--- src/rtl/obj_pkg.sv ---
// Shared definitions for the sprite motion engine: FSM state encoding,
// screen geometry, default off-screen margin and the signed velocity /
// extended position types also used by the spawn and collision logic.
package obj_pkg;

  localparam int POS_W_DEF      = 10;
  localparam int VEL_W_DEF      = 8;
  localparam int SCREEN_X_MAX   = 639;
  localparam int SCREEN_Y_MAX   = 479;
  localparam int DEFAULT_MARGIN = 16;

  typedef enum logic [1:0] {
    ST_IDLE = 2'd0,
    ST_FLY  = 2'd1,
    ST_EXIT = 2'd2
  } obj_state_e;

  // Signed velocity and position with two extra bits for off-screen travel.
  typedef logic signed [VEL_W_DEF-1:0] vel_t;
  typedef logic signed [POS_W_DEF+1:0] pos_ext_t;

endpackage

--- src/rtl/sat_add_signed.sv ---
// Signed saturating adder: y = clamp(a + b, -2^(W-1), MAX).
// The upper bound is a parameter so it can act as a terminal-velocity clamp.
module sat_add_signed #(
  parameter int W   = 8,
  parameter int MAX = 127
) (
  input  logic signed [W-1:0] a,
  input  logic signed [W-1:0] b,
  output logic signed [W-1:0] y
);

  localparam logic signed [W:0] HI_C = (W+1)'(MAX);
  localparam logic signed [W:0] LO_C = (W+1)'(-(2**(W-1)));

  logic signed [W:0] sum_s;

  // One extra bit holds the true sum so the clamp never sees a wrapped value.
  always_comb begin
    sum_s = $signed({a[W-1], a}) + $signed({b[W-1], b});
    if (sum_s > HI_C) begin
      y = HI_C[W-1:0];
    end else if (sum_s < LO_C) begin
      y = LO_C[W-1:0];
    end else begin
      y = sum_s[W-1:0];
    end
  end

endmodule

--- src/rtl/object_kinematics.sv ---
// Per-sprite 2-D motion engine: launch load, per-tick position step with
// gravity and terminal-velocity clamp, off-screen retirement with a done pulse.
// Optional build macro BOUNCE_WALL_EN: side walls reflect the object instead
// of retiring it; only the bottom edge then retires.
module object_kinematics
  import obj_pkg::*;
#(
  parameter int POS_W  = POS_W_DEF,
  parameter int VEL_W  = VEL_W_DEF,
  parameter int GRAV   = 1,
  parameter int VMAX   = 15,
  parameter int X_MAX  = SCREEN_X_MAX,
  parameter int Y_MAX  = SCREEN_Y_MAX,
  parameter int MARGIN = DEFAULT_MARGIN
) (
  input  logic             clk,
  input  logic             rst,
  input  logic             en,
  input  logic             moveclk,
  input  logic             launch,
  input  logic [POS_W-1:0] initPosX,
  input  logic [POS_W-1:0] initPosY,
  input  logic [VEL_W-1:0] initVx,
  input  logic [VEL_W-1:0] initVy,
  output logic [POS_W-1:0] posx,
  output logic [POS_W-1:0] posy,
  output logic             active,
  output logic             done
);

  localparam int PW = POS_W + 2;

  localparam logic signed [PW-1:0]    Y_HI_C  = PW'(Y_MAX + MARGIN);
  localparam logic signed [VEL_W-1:0] GRAV_C  = VEL_W'(GRAV);
  localparam logic signed [VEL_W-1:0] VZERO_C = '0;
`ifdef BOUNCE_WALL_EN
  localparam logic signed [PW-1:0]    PZERO_C = '0;
  localparam logic signed [PW-1:0]    X_MAX_C = PW'(X_MAX);
  localparam logic signed [PW-1:0]    X_DBL_C = PW'(2 * X_MAX);
`else
  localparam logic signed [PW-1:0]    X_LO_C  = PW'(-MARGIN);
  localparam logic signed [PW-1:0]    X_HI_C  = PW'(X_MAX + MARGIN);
`endif

  obj_state_e              state_r;
  logic signed [PW-1:0]    px_r;
  logic signed [PW-1:0]    py_r;
  logic signed [VEL_W-1:0] vx_r;
  logic signed [VEL_W-1:0] vy_r;
  logic                    active_r;
  logic                    done_r;

  logic signed [PW-1:0]    px_step_s;
  logic signed [PW-1:0]    py_step_s;
  logic signed [PW-1:0]    px_new_s;
  logic signed [VEL_W-1:0] vx_new_s;
  logic signed [VEL_W-1:0] vy_sat_s;
  logic                    exit_s;

  // Next vy: gravity added, clamped at terminal velocity, never wrapping.
  sat_add_signed #(
    .W   (VEL_W),
    .MAX (VMAX)
  ) u_vy_sat (
    .a (vy_r),
    .b (GRAV_C),
    .y (vy_sat_s)
  );

  // Candidate next position from the current velocities, plus exit decision.
  always_comb begin
    px_step_s = px_r + $signed({{(PW-VEL_W){vx_r[VEL_W-1]}}, vx_r});
    py_step_s = py_r + $signed({{(PW-VEL_W){vy_r[VEL_W-1]}}, vy_r});
`ifdef BOUNCE_WALL_EN
    if (px_step_s < PZERO_C) begin
      px_new_s = -px_step_s;
      vx_new_s = -vx_r;
    end else if (px_step_s > X_MAX_C) begin
      px_new_s = X_DBL_C - px_step_s;
      vx_new_s = -vx_r;
    end else begin
      px_new_s = px_step_s;
      vx_new_s = vx_r;
    end
    exit_s = (py_step_s > Y_HI_C) && (vy_sat_s > VZERO_C);
`else
    px_new_s = px_step_s;
    vx_new_s = vx_r;
    exit_s   = (px_step_s < X_LO_C) || (px_step_s > X_HI_C) ||
               ((py_step_s > Y_HI_C) && (vy_sat_s > VZERO_C));
`endif
  end

  // Flight FSM with registered position, velocity, active and done.
  // EXIT always returns to IDLE after one cycle so done stays a single pulse.
  always_ff @(posedge clk) begin
    if (rst) begin
      state_r  <= ST_IDLE;
      px_r     <= '0;
      py_r     <= '0;
      vx_r     <= '0;
      vy_r     <= '0;
      active_r <= 1'b0;
      done_r   <= 1'b0;
    end else if (launch) begin
      state_r  <= ST_FLY;
      px_r     <= $signed({2'b00, initPosX});
      py_r     <= $signed({2'b00, initPosY});
      vx_r     <= initVx;
      vy_r     <= initVy;
      active_r <= 1'b1;
      done_r   <= 1'b0;
    end else begin
      case (state_r)
        ST_IDLE: begin
          done_r <= 1'b0;
        end
        ST_FLY: begin
          if (en && moveclk) begin
            px_r <= px_new_s;
            py_r <= py_step_s;
            vx_r <= vx_new_s;
            vy_r <= vy_sat_s;
            if (exit_s) begin
              state_r  <= ST_EXIT;
              active_r <= 1'b0;
              done_r   <= 1'b1;
            end else begin
              state_r <= ST_FLY;
            end
          end else begin
            state_r <= ST_FLY;
          end
        end
        ST_EXIT: begin
          state_r  <= ST_IDLE;
          active_r <= 1'b0;
          done_r   <= 1'b0;
        end
        default: begin
          state_r  <= ST_IDLE;
          active_r <= 1'b0;
          done_r   <= 1'b0;
        end
      endcase
    end
  end

  assign posx   = px_r[POS_W-1:0];
  assign posy   = py_r[POS_W-1:0];
  assign active = active_r;
  assign done   = done_r;

endmodule

--- config.mk ---
export PLATFORM = sky130hd
export DESIGN_NAME = object_kinematics
export DESIGN_NICKNAME = d
export VERILOG_FILES = /design/src/rtl/obj_pkg.sv /design/src/rtl/sat_add_signed.sv /design/src/rtl/object_kinematics.sv
export SDC_FILE = /design/constraint.sdc
export NUM_CORES = 1
export LEC_CHECK = 0
export BUFFER_PORTS_ARGS = -buffer_cell sky130_fd_sc_hd__buf_4
export CAP_MARGIN = 20
export CORE_MARGIN = 4
export CORE_UTILIZATION = 25
export DETAILED_ROUTE_END_ITERATION = 7
export PLACE_DENSITY_LB_ADDON = 0.2
export SYNTH_ARGS = -nofsm -noshare
export SYNTH_HDL_FRONTEND = slang
export SYNTH_HIERARCHICAL = 1
export SYNTH_SLANG_ARGS = --single-unit
--- constraint.sdc ---
create_clock -name clk -period 7.7 [get_ports clk]
set_input_delay 0.77 -clock clk [delete_from_list [all_inputs] [get_ports clk]]
set_output_delay 0.77 -clock clk [all_outputs]
set_load 0.05 [all_outputs]
# Word-level counts from Yosys, hierarchy flattened
# Index checks and enable logic that the tools add are counted.
totals:
  ff_bits: 44
  elab_cells: 56
classes:
  n_addsub: 3
  n_lt_le_gt_ge: 6
  n_eq_ne: 4
  mux: 19
  bitwise_logic: 1
  n_reduce_logical: 13
op_table:
  columns: ["op", "n"]
  rows:
  - ["two-way mux 10 bit", 6]
  - ["two-way mux 8 bit", 5]
  - ["adder 12 x 8 -> 12 bit", 2]
  - ["greater-than comparator 12 x 10 -> 1 bit (second input constant)", 1]
  - ["greater-than comparator 12 x 11 -> 1 bit (second input constant)", 1]
  - ["< comparator 12 x 5 -> 1 bit (second input constant)", 1]
  - ["adder 8 x 2 -> 9 bit (second input constant)", 1]
  - ["greater-than comparator 9 x 5 -> 1 bit (second input constant)", 1]
  - ["< comparator 9 x 8 -> 1 bit (second input constant)", 1]
  - ["greater-than comparator 8 x 1 -> 1 bit (second input constant)", 1]
  - ["inequality test 3 bit (second input constant)", 2]
  - ["AND reduction 2 bit", 3]
  - ["two-way mux 1 bit", 4]
  - ["two-way mux 2 bit", 2]
  - ["one-hot mux 2 bit (2 select lines)", 1]
  - ["nonzero test 2 bit", 2]
  - ["AND reduction 3 bit", 1]
  - ["OR reduction 3 bit", 1]
  - ["== test 2 x 1 -> 1 bit (second input constant)", 1]
  - ["logical AND 1 bit", 2]
  - ["logical NOT 2 bit", 1]
  - ["logical OR 1 bit", 2]
  - ["inequality test 2 bit (second input constant)", 1]
  - ["one-hot mux 1 bit (2 select lines)", 1]
  - ["2 further kinds", 2]

# Depth between registers and ports, before layout
# Gate-level depths: netlist of the first run.
depth:
  ltp_word: 11
  mapped_depth: 11
  depth_no_buf: 11

# Cells and area by module
# Netlist of the first run, hierarchy kept.
modules_own_cells:
  columns: ["mod", "instances", "cells_each", "area_per_inst_um2"]
  rows:
  - ["object_kinematics", 1, 397, 3103.0]
  - ["sat_add_signed", 1, 67, 558.0]

# Worst setup path after synthesis of the first run
# OpenSTA, ideal clock, no wires.
synth_path:
  kind: "flip-flop to flip-flop"
  startpoint: "reg vy_r[0]"
  endpoint: "reg done_r (netlist: done)"
  setup_ns: 0.120
  t_arrival_ns: 2.804
  required_time_ns: 7.580
  setup_slack_ns: 4.776
  path_stages_with_launch: 12
  path_buffers: 0
  synth_period_minus_slack_ns: 2.924
  path_cell_list: "dfxtp_1 > ha_1 > fa_1 > a21o_1 > a221oi_2 > o211ai_2 > a211oi_2 > a211oi_1 > nor4_1 > a211oi_1 > and3_1 > o31a_1"
synth_between:
  elab_chain_len: 8
  elab_cells_between_ends: 11
  cone_classes: "add/sub: 2; order compare: 4; mux: 2; reduce/logical: 3"
synth_lines:
  columns: ["element", "line", "rtl"]
  rows:
  - ["from (decl)", "object_kinematics.sv:49", "logic signed [VEL_W-1:0] vy_r;"]
  - ["from (signal assigned)", "object_kinematics.sv:110", "vy_r <= initVy;"]
  - ["from (signal assigned)", "object_kinematics.sv:123", "vy_r <= vy_sat_s;"]
  - ["adder 8 x 2 -> 9 bit *", "sat_add_signed.sv:19", "sum_s = $signed({a[W-1], a}) + $signed({b[W-1], b});"]
  - ["< comparator 9 x 8 -> 1 bit", "sat_add_signed.sv:22", "end else if (sum_s < LO_C) begin"]
  - ["two-way mux 8 bit", "sat_add_signed.sv:22", null]
  - ["two-way mux 8 bit *", "sat_add_signed.sv:20", "if (sum_s > HI_C) begin"]
  - ["named net vy_sat_s[3]", "object_kinematics.sv:57", "logic signed [VEL_W-1:0] vy_sat_s;"]
  - ["greater-than comparator 8 x 1 -> 1 bit *", "object_kinematics.sv:90", "((py_step_s > Y_HI_C) && (vy_sat_s > VZERO_C));"]
  - ["logical AND 1 bit *", "object_kinematics.sv:90", null]
  - ["logical OR 1 bit *", "object_kinematics.sv:89", "exit_s = (px_step_s < X_LO_C) || (px_step_s > X_HI_C) ||"]
  - ["AND reduction 2 bit (no line) *", null, null]
  - ["to (signal assigned)", "object_kinematics.sv:104", "done_r <= 1'b0;"]
  - ["to (signal assigned)", "object_kinematics.sv:112", "done_r <= 1'b0;"]
  - ["to (signal assigned)", "object_kinematics.sv:116", "done_r <= 1'b0;"]
  - ["to (decl)", "object_kinematics.sv:51", "logic done_r;"]
# Mark *: on every way through the listed nets, which the timed path passes. The rest lies on a longest branch.
# A chain may end at the register's enable or synchronous reset.

# Worst setup path in the final report of the first run
layout_path:
  startpoint: "reg vy_r[0]"
  endpoint: "reg active_r (netlist: active)"
layout_between:
  elab_chain_len: 9
  elab_cells_between_ends: 12
  cone_classes: "add/sub: 2; order compare: 4; eq/ne: 1; mux: 2; reduce/logical: 3"
layout_lines:
  columns: ["element", "line", "rtl"]
  rows:
  - ["adder 8 x 2 -> 9 bit *", "sat_add_signed.sv:19", null]
  - ["< comparator 9 x 8 -> 1 bit", "sat_add_signed.sv:22", null]
  - ["two-way mux 8 bit", "sat_add_signed.sv:22", null]
  - ["two-way mux 8 bit *", "sat_add_signed.sv:20", null]
  - ["named net vy_sat_s[3]", "object_kinematics.sv:57", null]
  - ["greater-than comparator 8 x 1 -> 1 bit *", "object_kinematics.sv:90", null]
  - ["logical AND 1 bit *", "object_kinematics.sv:90", null]
  - ["logical OR 1 bit *", "object_kinematics.sv:89", null]
  - ["inequality test 3 bit (no line) *", null, null]
  - ["AND reduction 3 bit (no line) *", null, null]
  - ["to (signal assigned)", "object_kinematics.sv:103", "active_r <= 1'b0;"]
  - ["to (signal assigned)", "object_kinematics.sv:111", "active_r <= 1'b1;"]
  - ["to (signal assigned)", "object_kinematics.sv:126", "active_r <= 1'b0;"]
  - ["to (decl)", "object_kinematics.sv:50", "logic active_r;"]
# Marks and branches as above.

==> impl_metrics.env, run 1 <==
export IMPL_final_min_period_over_clock_period=0.4331
export IMPL_final_cell_mix="65 x sky130_fd_sc_hd__a21oi_1, 63 x sky130_fd_sc_hd__buf_4, 56 x sky130_fd_sc_hd__nor2_1"
export IMPL_syn_inst=464
export IMPL_cts_made_buffers=5
export IMPL_start_util=0.2597
export IMPL_synth_adder_area_share=0.1189
export IMPL_worst_slew_margin_rel=0.4816
export IMPL_synth_compound_area_share=0.2512
export IMPL_max_cap_viol_count=0
export IMPL_layout_min_cycle_time_ns=3.335
export IMPL_routed_top_layer="met4"
export IMPL_synth_ff_latch_count=44
export IMPL_post_synthesis_instance_area_um2=3661
export IMPL_count_of_buffer_and_inverter_cells_on_the_critical_path=0
export IMPL_synth_flop_cell="sky130_fd_sc_hd__dfxtp_1"
export IMPL_fmax_mhz=299.9
export IMPL_synth_simple_area_share=0.2146
export IMPL_layout_setup_ws_ns=4.365
export IMPL_io_pins=63
export IMPL_port_buffers=62
export IMPL_grt_max_degree=67
export IMPL_crit_path_max_incr_delay_ns=0.41
export IMPL_fp_rows=43
export IMPL_post_cts_setup_buffers=0
export IMPL_crit_chain="ha_1, fa_1, a21o_1, a221oi_2, o211ai_2, a211oi_2, a211oi_1, nor4_1, a211oi_1, and3_1, o41ai_2"
export IMPL_report_final_hold_viol_count=0
export IMPL_drt_pre_antenna_iters=4
export IMPL_antenna_found_initial=0
export IMPL_cts_root_buf="sky130_fd_sc_hd__clkbuf_16"
export IMPL_drc=0
export IMPL_max_slew_violation_count=0
export IMPL_final_report_setup_violation_count=0
export IMPL_ys_async_sr_fraction=0
export IMPL_synth_top_cells_by_area="sky130_fd_sc_hd__dfxtp_1 24%, sky130_fd_sc_hd__ha_1 10%, sky130_fd_sc_hd__a21oi_1 8.9%"
export IMPL_worst_setup_hold_path_clk_slew_ns=0.07
export IMPL_number_of_placed_instances_with_taps_included=675
export IMPL_timing_setup_critical_path_class="reg -> reg"
export IMPL_synthMuxAreaShare=0.04238
export IMPL_xor_and_xnor_area_share_after_synthesis=0.05913
export IMPL_reg2reg_slack_ns=4.37
export IMPL_finalClockSkew_ns=0.004914
export IMPL_tritoncts="yes"
export IMPL_synth_area_per_inst_um2=7.890
export IMPL_status="finished, final reports clean"
export IMPL_first_global_vias=3384
export IMPL_vdd_drop_max_v=0.00008269
export IMPL_finish_cell_count_without_fillers=683
export IMPL_setup_tns_ns=0
export IMPL_met3WireLength_um=433
export IMPL_fp_coreArea_um2=14100
export IMPL_antenna_cells=0
export IMPL_synth_largest_type_area_fraction=0.2406
export IMPL_dpl_hpwl_um=7390
export IMPL_layout_area_overhead_vs_synth_pct=18.35
export IMPL_fraction_of_final_layout_cells_with_drive_strength_greater_than_1=0.1869
export IMPL_slowest_cell_on_the_critical_path="sky130_fd_sc_hd__fa_1"
export IMPL_synthDominantAreaCellType="sky130_fd_sc_hd__dfxtp_1"
export IMPL_dp_slack_ns=4.355
export IMPL_layout_commonest_cell="sky130_fd_sc_hd__a21oi_1"
export IMPL_post_cts_hold_buffer_count=0
export IMPL_cts_htree_levels=2
export IMPL_power_after_layout_uw=740.6
export IMPL_critPathRequiredTime_ns=7.90
export IMPL_critical_path_s_most_frequent_cell="sky130_fd_sc_hd__a211oi_1"
export IMPL_worstSetupEndpointType="register"
export IMPL_chipHeight_um=129.0
export IMPL_power_density_nw_per_um2=170.9
export IMPL_synth_enable_flop_cells=0
export IMPL_postCtsResizedCells=0
export IMPL_ys_warnings_count=6
export IMPL_crit_family="compound AO/OA/AOI/OAI gates"
export IMPL_clk_path_buf_depth=2
export IMPL_met2WireLength_um=4897
export IMPL_gp_congestion=0.8503
export IMPL_crit_path_max_fanout=6
export IMPL_globalRouteOverflowTotal=0
export IMPL_min_path_type="reg -> reg"
export IMPL_die_area_um2=16640
export IMPL_count_of_cell_types_in_the_netlist=64
export IMPL_grt_setup_unrepaired="no"
export IMPL_hold_ws_ns=0.5055
export IMPL_startpoint_type="register"
export IMPL_vias=3366
export IMPL_routed_via_density=4.928
export IMPL_synth_top_family_by_area="compound AO/OA/AOI/OAI gates"
export IMPL_clock_latency_ns=0.29
export IMPL_antenna_violating_nets_remaining=0
export IMPL_wl_per_cell_um=14.78
export IMPL_grt_pass1_wl_um=16530
export IMPL_first_iter_violations=127
export IMPL_cts_sinks=44
export IMPL_seq_area_frac_synth=0.2406
export IMPL_route_final_wire_length_um=10090
export IMPL_floorplan_die_width_um=129.0
export IMPL_critical_path_arrival_ns=3.53
export IMPL_aggregate_global_route_resource_usage=0.1233
export IMPL_power_static_leakage_nw=1.849
export IMPL_route_layer_met1_wl_um=4626
export IMPL_nNetsFinal=576
export IMPL_tightest_slew_ns=0.7777
[cell type report]
cell class / instances / area, um^2
clock buffers: 5 / 125.1
well taps: 180 / 225.2
multi-input cells: 378 / 2549
clock inverters: 3 / 42.54
inverters: 10 / 37.54
fillers: 1542 / 9763
flip-flops and latches: 44 / 880.8
repair buffers: 63 / 473.0
[routing by layer]
| metal | vias up | global-route usage |
|---|---|---|
| met5 | - | 0 |
| met4 | 0 | 0.03459 |
| met3 | 10 | 0.02679 |
| met2 | 59 | 0.2098 |
| met1 | 1581 | 0.1577 |
| li1 | 1716 | - |
[state kept, by name (all words and copies together), names as in the netlist]
name      count
state_r       2
px_r         12
py_r         12
done          1
vx_new_s      8
vy_r          8
active        1
[cell usage after synthesis (3+ instances only)]
library cell,instances
sky130_fd_sc_hd__a211oi_2,3
sky130_fd_sc_hd__a21o_1,6
sky130_fd_sc_hd__mux2i_1,14
sky130_fd_sc_hd__o21a_1,5
sky130_fd_sc_hd__nand2b_1,3
sky130_fd_sc_hd__nor4_1,4
sky130_fd_sc_hd__nor3_1,21
sky130_fd_sc_hd__fa_1,3
sky130_fd_sc_hd__dfxtp_1,44
sky130_fd_sc_hd__o21ai_0,8
sky130_fd_sc_hd__and3_1,7
sky130_fd_sc_hd__xor2_1,5
sky130_fd_sc_hd__o31a_1,3
sky130_fd_sc_hd__nand2_1,48
sky130_fd_sc_hd__nor2b_1,5
sky130_fd_sc_hd__a211oi_1,13
sky130_fd_sc_hd__clkbuf_1,17
sky130_fd_sc_hd__a21oi_1,65
sky130_fd_sc_hd__nor2_1,57
sky130_fd_sc_hd__inv_1,10
sky130_fd_sc_hd__nand3_1,4
sky130_fd_sc_hd__or3_1,4
sky130_fd_sc_hd__ha_1,30
sky130_fd_sc_hd__buf_4,20
sky130_fd_sc_hd__xnor2_1,16
[per-stage QoR]
step,util,cell area (um^2)
floorplan,-,3687
global placement,0.2955,4165
detailed placement,0.2955,4165
CTS,0.3074,4333
global route,0.3074,4333
finish,0.3074,4333
[final timing paths]
check                                                 to                     start  depth (start not counted)
worst max-delay path                 active$_SDFFE_PP0P_      vy_r[0]$_SDFFE_PP0P_                         11
worst min register to register  vx_new_s[4]$_SDFFE_PP0P_  vx_new_s[4]$_SDFFE_PP0P_                          2
worst min-delay path            vx_new_s[4]$_SDFFE_PP0P_  vx_new_s[4]$_SDFFE_PP0P_                          2
worst max register to register       active$_SDFFE_PP0P_      vy_r[0]$_SDFFE_PP0P_                         11
[cell families after synthesis]
family | Yosys count
buffers and inverters | 49
DFF | 44
and+or+nand+nor | 168
muxes | 15
AOI/OAI and AO/OA | 130
other | 2
adders and majority gates | 33
xor gates and xnor gates | 23
[worst register-to-register path, cell delays in order (launching register included)]
cell	delay [ns]
sky130_fd_sc_hd__dfxtp_1	0.33
sky130_fd_sc_hd__ha_1	0.22
sky130_fd_sc_hd__fa_1	0.41
sky130_fd_sc_hd__a21o_1	0.24
sky130_fd_sc_hd__a221oi_2	0.31
sky130_fd_sc_hd__o211ai_2	0.19
sky130_fd_sc_hd__a211oi_2	0.32
sky130_fd_sc_hd__a211oi_1	0.11
sky130_fd_sc_hd__nor4_1	0.37
sky130_fd_sc_hd__a211oi_1	0.15
sky130_fd_sc_hd__and3_1	0.27
sky130_fd_sc_hd__o41ai_2	0.32
[where the power goes]
group,switching [mW],internal [mW]
registers,0.0138,0.241
logic,0.140,0.0937
clock network,0.0991,0.153
No activity file was read; power rests on OpenSTA's default activity.
==> run 2, diff against run 1 <==
==> constraint.sdc (replaced) <==
create_clock -name clk -period 3.4 [get_ports clk]
set_input_delay 0.34 -clock clk [delete_from_list [all_inputs] [get_ports clk]]
set_output_delay 0.34 -clock clk [all_outputs]
set_load 0.05 [all_outputs]
==> impl_metrics.env, run 2 (same netlist as run 1, synthesis figures left out) <==
export IMPL_status="finished, final reports clean"
export IMPL_fmax_mhz=312.3
export IMPL_antenna_found_initial=0
export IMPL_clk_path_buf_depth=2
export IMPL_tightest_slew_ns=0.7841
export IMPL_finish_cell_count_without_fillers=686
export IMPL_first_iter_violations=111
export IMPL_min_path_type="in -> reg"
export IMPL_setup_tns_ns=0
export IMPL_globalRouteOverflowTotal=0
export IMPL_max_cap_viol_count=0
export IMPL_max_slew_violation_count=0
export IMPL_cts_htree_levels=2
export IMPL_biggestRegsByFlops="px_r (12), py_r (12)"
export IMPL_vias=3395
export IMPL_p_sw_uw=584.8
export IMPL_final_cell_mix="66 x sky130_fd_sc_hd__buf_4, 65 x sky130_fd_sc_hd__a21oi_1, 56 x sky130_fd_sc_hd__nor2_1"
export IMPL_floorplan_die_width_um=129.0
export IMPL_post_cts_hold_buffer_count=0
export IMPL_worst_slew_margin_rel=0.4773
export IMPL_number_of_placed_instances_with_taps_included=675
export IMPL_grt_pass1_wl_um=16440
export IMPL_chipHeight_um=129.0
export IMPL_wl_per_cell_um=14.82
export IMPL_cts_sinks=44
export IMPL_share_seq_of_total_power=0.340
export IMPL_power_static_leakage_nw=1.861
export IMPL_antenna_cells=0
export IMPL_tritoncts="yes"
export IMPL_grt_setup_unrepaired="no"
export IMPL_fp_coreArea_um2=14100
export IMPL_fillers=1542
export IMPL_die_area_um2=16640
export IMPL_final_core_util=0.3114
export IMPL_worstSetupEndpointType="register"
export IMPL_port_buffers=62
export IMPL_pwr_share_clk=0.338
export IMPL_slowest_cell_on_the_critical_path="sky130_fd_sc_hd__fa_2"
export IMPL_switching_share=0.3441
export IMPL_startpoint_type="register"
export IMPL_final_min_period_over_clock_period=0.9418
export IMPL_layout_area_overhead_vs_synth_pct=19.89
export IMPL_start_util=0.2597
export IMPL_grt_max_degree=67
export IMPL_drt_pre_antenna_iters=5
export IMPL_comb_power_share=0.322
export IMPL_route_final_wire_length_um=10170
export IMPL_nNetsFinal=579
export IMPL_count_of_buffer_and_inverter_cells_on_the_critical_path=0
export IMPL_timing_setup_critical_path_class="reg -> reg"
export IMPL_vdd_drop_max_v=0.0001899
export IMPL_cts_made_buffers=5
export IMPL_crit_path_max_incr_delay_ns=0.36
export IMPL_critical_path_s_most_frequent_cell="sky130_fd_sc_hd__a211oi_1"
export IMPL_cts_root_buf="sky130_fd_sc_hd__clkbuf_16"
export IMPL_fp_rows=43
export IMPL_internal_dissipation_mw=1.115
export IMPL_layout_min_cycle_time_ns=3.202
export IMPL_aggregate_global_route_resource_usage=0.1218
export IMPL_critPathRequiredTime_ns=3.60
export IMPL_critical_path_arrival_ns=3.40
export IMPL_crit_chain="ha_1, fa_2, a21o_1, a221oi_4, o211ai_4, a211oi_4, a211oi_1, nor4_1, a211oi_1, and3_2, o41ai_2"
export IMPL_worst_setup_hold_path_clk_slew_ns=0.07
export IMPL_first_global_vias=3356
export IMPL_gp_congestion=0.8503
export IMPL_drc=0
export IMPL_power_density_nw_per_um2=387.2
export IMPL_crit_family="compound AO/OA/AOI/OAI gates"
export IMPL_io_pins=63
export IMPL_routed_via_density=4.949
export IMPL_final_report_setup_violation_count=0
export IMPL_finalClockSkew_ns=0.007267
export IMPL_layout_commonest_cell="sky130_fd_sc_hd__buf_4"
export IMPL_report_final_hold_viol_count=0
export IMPL_fraction_of_final_layout_cells_with_drive_strength_greater_than_1=0.1976
export IMPL_dpl_hpwl_um=7409
export IMPL_clock_latency_ns=0.30
export IMPL_crit_path_max_fanout=4
export IMPL_antenna_violating_nets_remaining=0
## run 2: per-layer routing
metal | global-route usage | share of wire | routed length (um)
met1 | 0.1576 | 0.45 | 4604
met3 | 0.02885 | 0.051 | 517
met5 | 0 | 0 | 0
met4 | 0.03212 | 0.013 | 135
met2 | 0.2043 | 0.48 | 4910
## run 2: worst min-delay path, delay by kind of cell
family / cells / cell delay (ns)
AND/OR/NAND/NOR: 1 / 0.07
buffers and inverters: 1 / 0.08
AO/OA/AOI/OAI: 1 / 0.05
## run 2: per-stage QoR
| step | hold slack [ns] | power [mW] | worst slack [ns] | area (um^2) |
|---|---|---|---|---|
| CTS | 0.2657 | 1.702 | 0.03355 | 4333 |
| global placement | 0.4806 | 1.110 | 0.2161 | 4165 |
| detailed placement | 0.4908 | 1.117 | 0.08036 | 4165 |
| global route | 0.2777 | 1.799 | 0.02542 | 4389 |
| finish | 0.2694 | 1.699 | 0.1977 | 4389 |
| floorplan | 0.4647 | 0.9921 | 0.4762 | 3687 |
## run 2: power by group through the flow
| stage | Clock (mW) | Combinational, mW | Sequential, mW |
|---|---|---|---|
| 2_1_floorplan | 0 | 0.405 | 0.587 |
| 3_3_place_gp | 0 | 0.520 | 0.590 |
| 3_5_place_dp | 0 | 0.526 | 0.591 |
| 4_1_cts | 0.593 | 0.530 | 0.579 |
| 5_1_grt | 0.611 | 0.605 | 0.583 |
| 6_report | 0.575 | 0.547 | 0.578 |
## run 2: timing repair
| action | 4_1_cts | 5_1_grt |
|---|---|---|
| gates resized for setup | 0 | 6 |
| endpoints found under the setup margin | 0 | 4 |
| setup buffers | 0 | 3 |
## run 2: worst paths after layout
kind	startpoint	to	slack (ns)	depth (start not counted)
hold / removal	initPosY[3]	py_r[3]$_SDFFE_PP0P_	0.27	3
setup reg to reg	vy_r[0]$_SDFFE_PP0P_	active$_SDFFE_PP0P_	0.20	11
setup / recovery	vy_r[0]$_SDFFE_PP0P_	active$_SDFFE_PP0P_	0.20	11
hold reg to reg	vx_new_s[0]$_SDFFE_PP0P_	vx_new_s[0]$_SDFFE_PP0P_	0.51	2
## run 2: cell type report
type | count | area [um^2] | area share
Clock inverter | 3 | 42.54 | 0.009692
Inverter | 10 | 37.54 | 0.008552
Tap cell | 180 | 225.2 | 0.05131
Multi-Input combinational cell | 378 | 2582 | 0.5884
Clock buffer | 5 | 125.1 | 0.02851
Timing Repair Buffer | 66 | 495.5 | 0.1129
Sequential cell | 44 | 880.8 | 0.2007
==> run 3, diff against run 2 <==
--- a/config.mk
+++ b/config.mk
@@ -8,7 +8,7 @@
 export BUFFER_PORTS_ARGS = -buffer_cell sky130_fd_sc_hd__buf_4
 export CAP_MARGIN = 20
 export CORE_MARGIN = 4
-export CORE_UTILIZATION = 25
+export CORE_UTILIZATION = 57
 export DETAILED_ROUTE_END_ITERATION = 7
 export PLACE_DENSITY_LB_ADDON = 0.2
 export SYNTH_ARGS = -nofsm -noshare
==> impl_metrics.env, run 3 (same netlist as run 1, synthesis figures left out) <==
export IMPL_final_cell_mix="65 x sky130_fd_sc_hd__a21oi_1, 64 x sky130_fd_sc_hd__buf_4, 56 x sky130_fd_sc_hd__nor2_1"
export IMPL_cts_made_buffers=5
export IMPL_biggestRegsByFlops="px_r (12), py_r (12)"
export IMPL_clk_path_buf_depth=2
export IMPL_route_layer_met1_wl_um=4114
export IMPL_grt_setup_unrepaired="no"
export IMPL_dpl_hpwl_um=6532
export IMPL_power_density_nw_per_um2=370.7
export IMPL_first_iter_violations=189
export IMPL_vdd_drop_max_v=0.0002013
export IMPL_switching_share=0.3638
export IMPL_min_path_type="in -> reg"
export IMPL_setup_tns_ns=0
export IMPL_port_buffers=62
export IMPL_met3WireLength_um=662
export IMPL_tritoncts="yes"
export IMPL_number_of_placed_instances_with_taps_included=570
export IMPL_crit_path_max_incr_delay_ns=0.42
export IMPL_fillers=527
export IMPL_final_report_setup_violation_count=0
export IMPL_grt_max_degree=67
export IMPL_wl_per_cell_um=15.55
export IMPL_pwr_share_clk=0.279
export IMPL_layout_min_cycle_time_ns=3.274
export IMPL_antenna_violating_nets_remaining=0
export IMPL_power_static_leakage_nw=1.830
export IMPL_drc=0
export IMPL_final_core_util=0.6903
export IMPL_cts_sinks=44
export IMPL_fraction_of_final_layout_cells_with_drive_strength_greater_than_1=0.1885
export IMPL_critPathRequiredTime_ns=3.62
export IMPL_startpoint_type="register"
export IMPL_vias=3433
export IMPL_floorplan_die_width_um=88.14
export IMPL_fp_rows=28
export IMPL_first_global_vias=3227
export IMPL_nNetsFinal=577
export IMPL_routed_top_layer="met4"
export IMPL_chipHeight_um=88.14
export IMPL_design_area_um2=4184
export IMPL_drt_pre_antenna_iters=7
export IMPL_layout_area_overhead_vs_synth_pct=14.29
export IMPL_aggregate_global_route_resource_usage=0.2406
export IMPL_globalRouteOverflowTotal=0
export IMPL_crit_path_max_fanout=6
export IMPL_finalClockSkew_ns=0.005567
export IMPL_start_util=0.6040
export IMPL_io_pins=63
export IMPL_tightest_slew_ns=0.8387
export IMPL_gp_congestion=0.8987
export IMPL_layout_commonest_cell="sky130_fd_sc_hd__a21oi_1"
export IMPL_report_final_hold_viol_count=0
export IMPL_grt_pass1_wl_um=15060
export IMPL_share_seq_of_total_power=0.371
export IMPL_internal_dissipation_uw=986.7
export IMPL_die_area_um2=7769
export IMPL_route_final_wire_length_um=9001
export IMPL_critical_path_arrival_ns=3.49
export IMPL_comb_power_share=0.350
export IMPL_post_cts_hold_buffer_count=0
export IMPL_met2WireLength_um=4091
export IMPL_antenna_cells=0
export IMPL_final_min_period_over_clock_period=0.9628
export IMPL_timing_setup_critical_path_class="reg -> reg"
export IMPL_routed_via_density=5.929
export IMPL_crit_chain="ha_1, fa_1, a21o_1, a221oi_4, o211ai_4, a211oi_4, a211oi_1, nor4_1, a211oi_1, and3_1, o41ai_2"
export IMPL_worstSetupEndpointType="register"
export IMPL_max_slew_violation_count=0
export IMPL_worst_slew_margin_rel=0.4403
export IMPL_max_cap_viol_count=0
export IMPL_finish_cell_count_without_fillers=579
export IMPL_fp_coreArea_um2=6061
export IMPL_clock_latency_ns=0.31
export IMPL_cts_htree_levels=2
export IMPL_fmax_mhz=305.5
export IMPL_worst_setup_hold_path_clk_slew_ns=0.10
export IMPL_postPlaceCellArea_um2=4034
export IMPL_antenna_found_initial=0
export IMPL_status="finished, final reports clean"
export IMPL_critical_path_s_most_frequent_cell="sky130_fd_sc_hd__a211oi_1"
export IMPL_cts_root_buf="sky130_fd_sc_hd__clkbuf_8"
export IMPL_hold_ws_ns=0.2574
export IMPL_slowest_cell_on_the_critical_path="sky130_fd_sc_hd__fa_1"
export IMPL_p_sw_uw=564.2
run 3: metal layers:
layer  vias up  track usage
met4         0      0.07280
met3        16      0.04421
li1       1721            -
met5         -            0
met2       127       0.3842
met1      1569       0.3311
run 3: power groups by stage:
stage | logic [mW] | clock network (mW) | registers, mW
after floorplan | 0.405 | 0 | 0.587
after global placement | 0.503 | 0 | 0.587
after CTS | 0.523 | 0.440 | 0.576
after global routing | 0.594 | 0.460 | 0.581
final | 0.542 | 0.433 | 0.576
after detailed placement | 0.518 | 0 | 0.588
run 3: final cells by class:
type,count,area (um^2),share of cell area
clock inverters,3,46.29,0.01106
flip-flops and latches,44,880.8,0.2105
well taps,75,93.84,0.02243
clock buffers,5,68.82,0.01645
multi-input cells,378,2576,0.6157
inverters,10,37.54,0.008971
repair buffers,64,480.5,0.1148
run 3: stage by stage:
stage          power, mW  setup WS (ns)
3_3_place_gp       1.090         0.3153
4_1_cts            1.539         0.1422
5_1_grt            1.634      0.0008122
2_1_floorplan     0.9921         0.4762
3_5_place_dp       1.106         0.1727
6_report           1.551         0.1264
run 3: final timing paths:
kind	from	end	slack, ns	cells after the start
min	initVy[7]	vy_r[7]$_SDFFE_PP0P_	0.26	3
max reg2reg	vy_r[0]$_SDFFE_PP0P_	active$_SDFFE_PP0P_	0.13	11
min reg2reg	vx_new_s[0]$_SDFFE_PP0P_	vx_new_s[0]$_SDFFE_PP0P_	0.51	2
max	vy_r[0]$_SDFFE_PP0P_	active$_SDFFE_PP0P_	0.13	11
run 3: critical path, delay by kind of cell (launching register included):
family,cells,cell delay [ns]
and+or+nand+nor,2,0.56
adders and majority gates,2,0.65
DFF,1,0.34
AOI/OAI and AO/OA,7,1.64
run 3: timing repair:
item | in CTS | in global routing
gates resized for setup | 0 | 3
setup endpoints to repair | 0 | 3
hold endpoints to repair | 0 | 0
setup buffers | 0 | 1
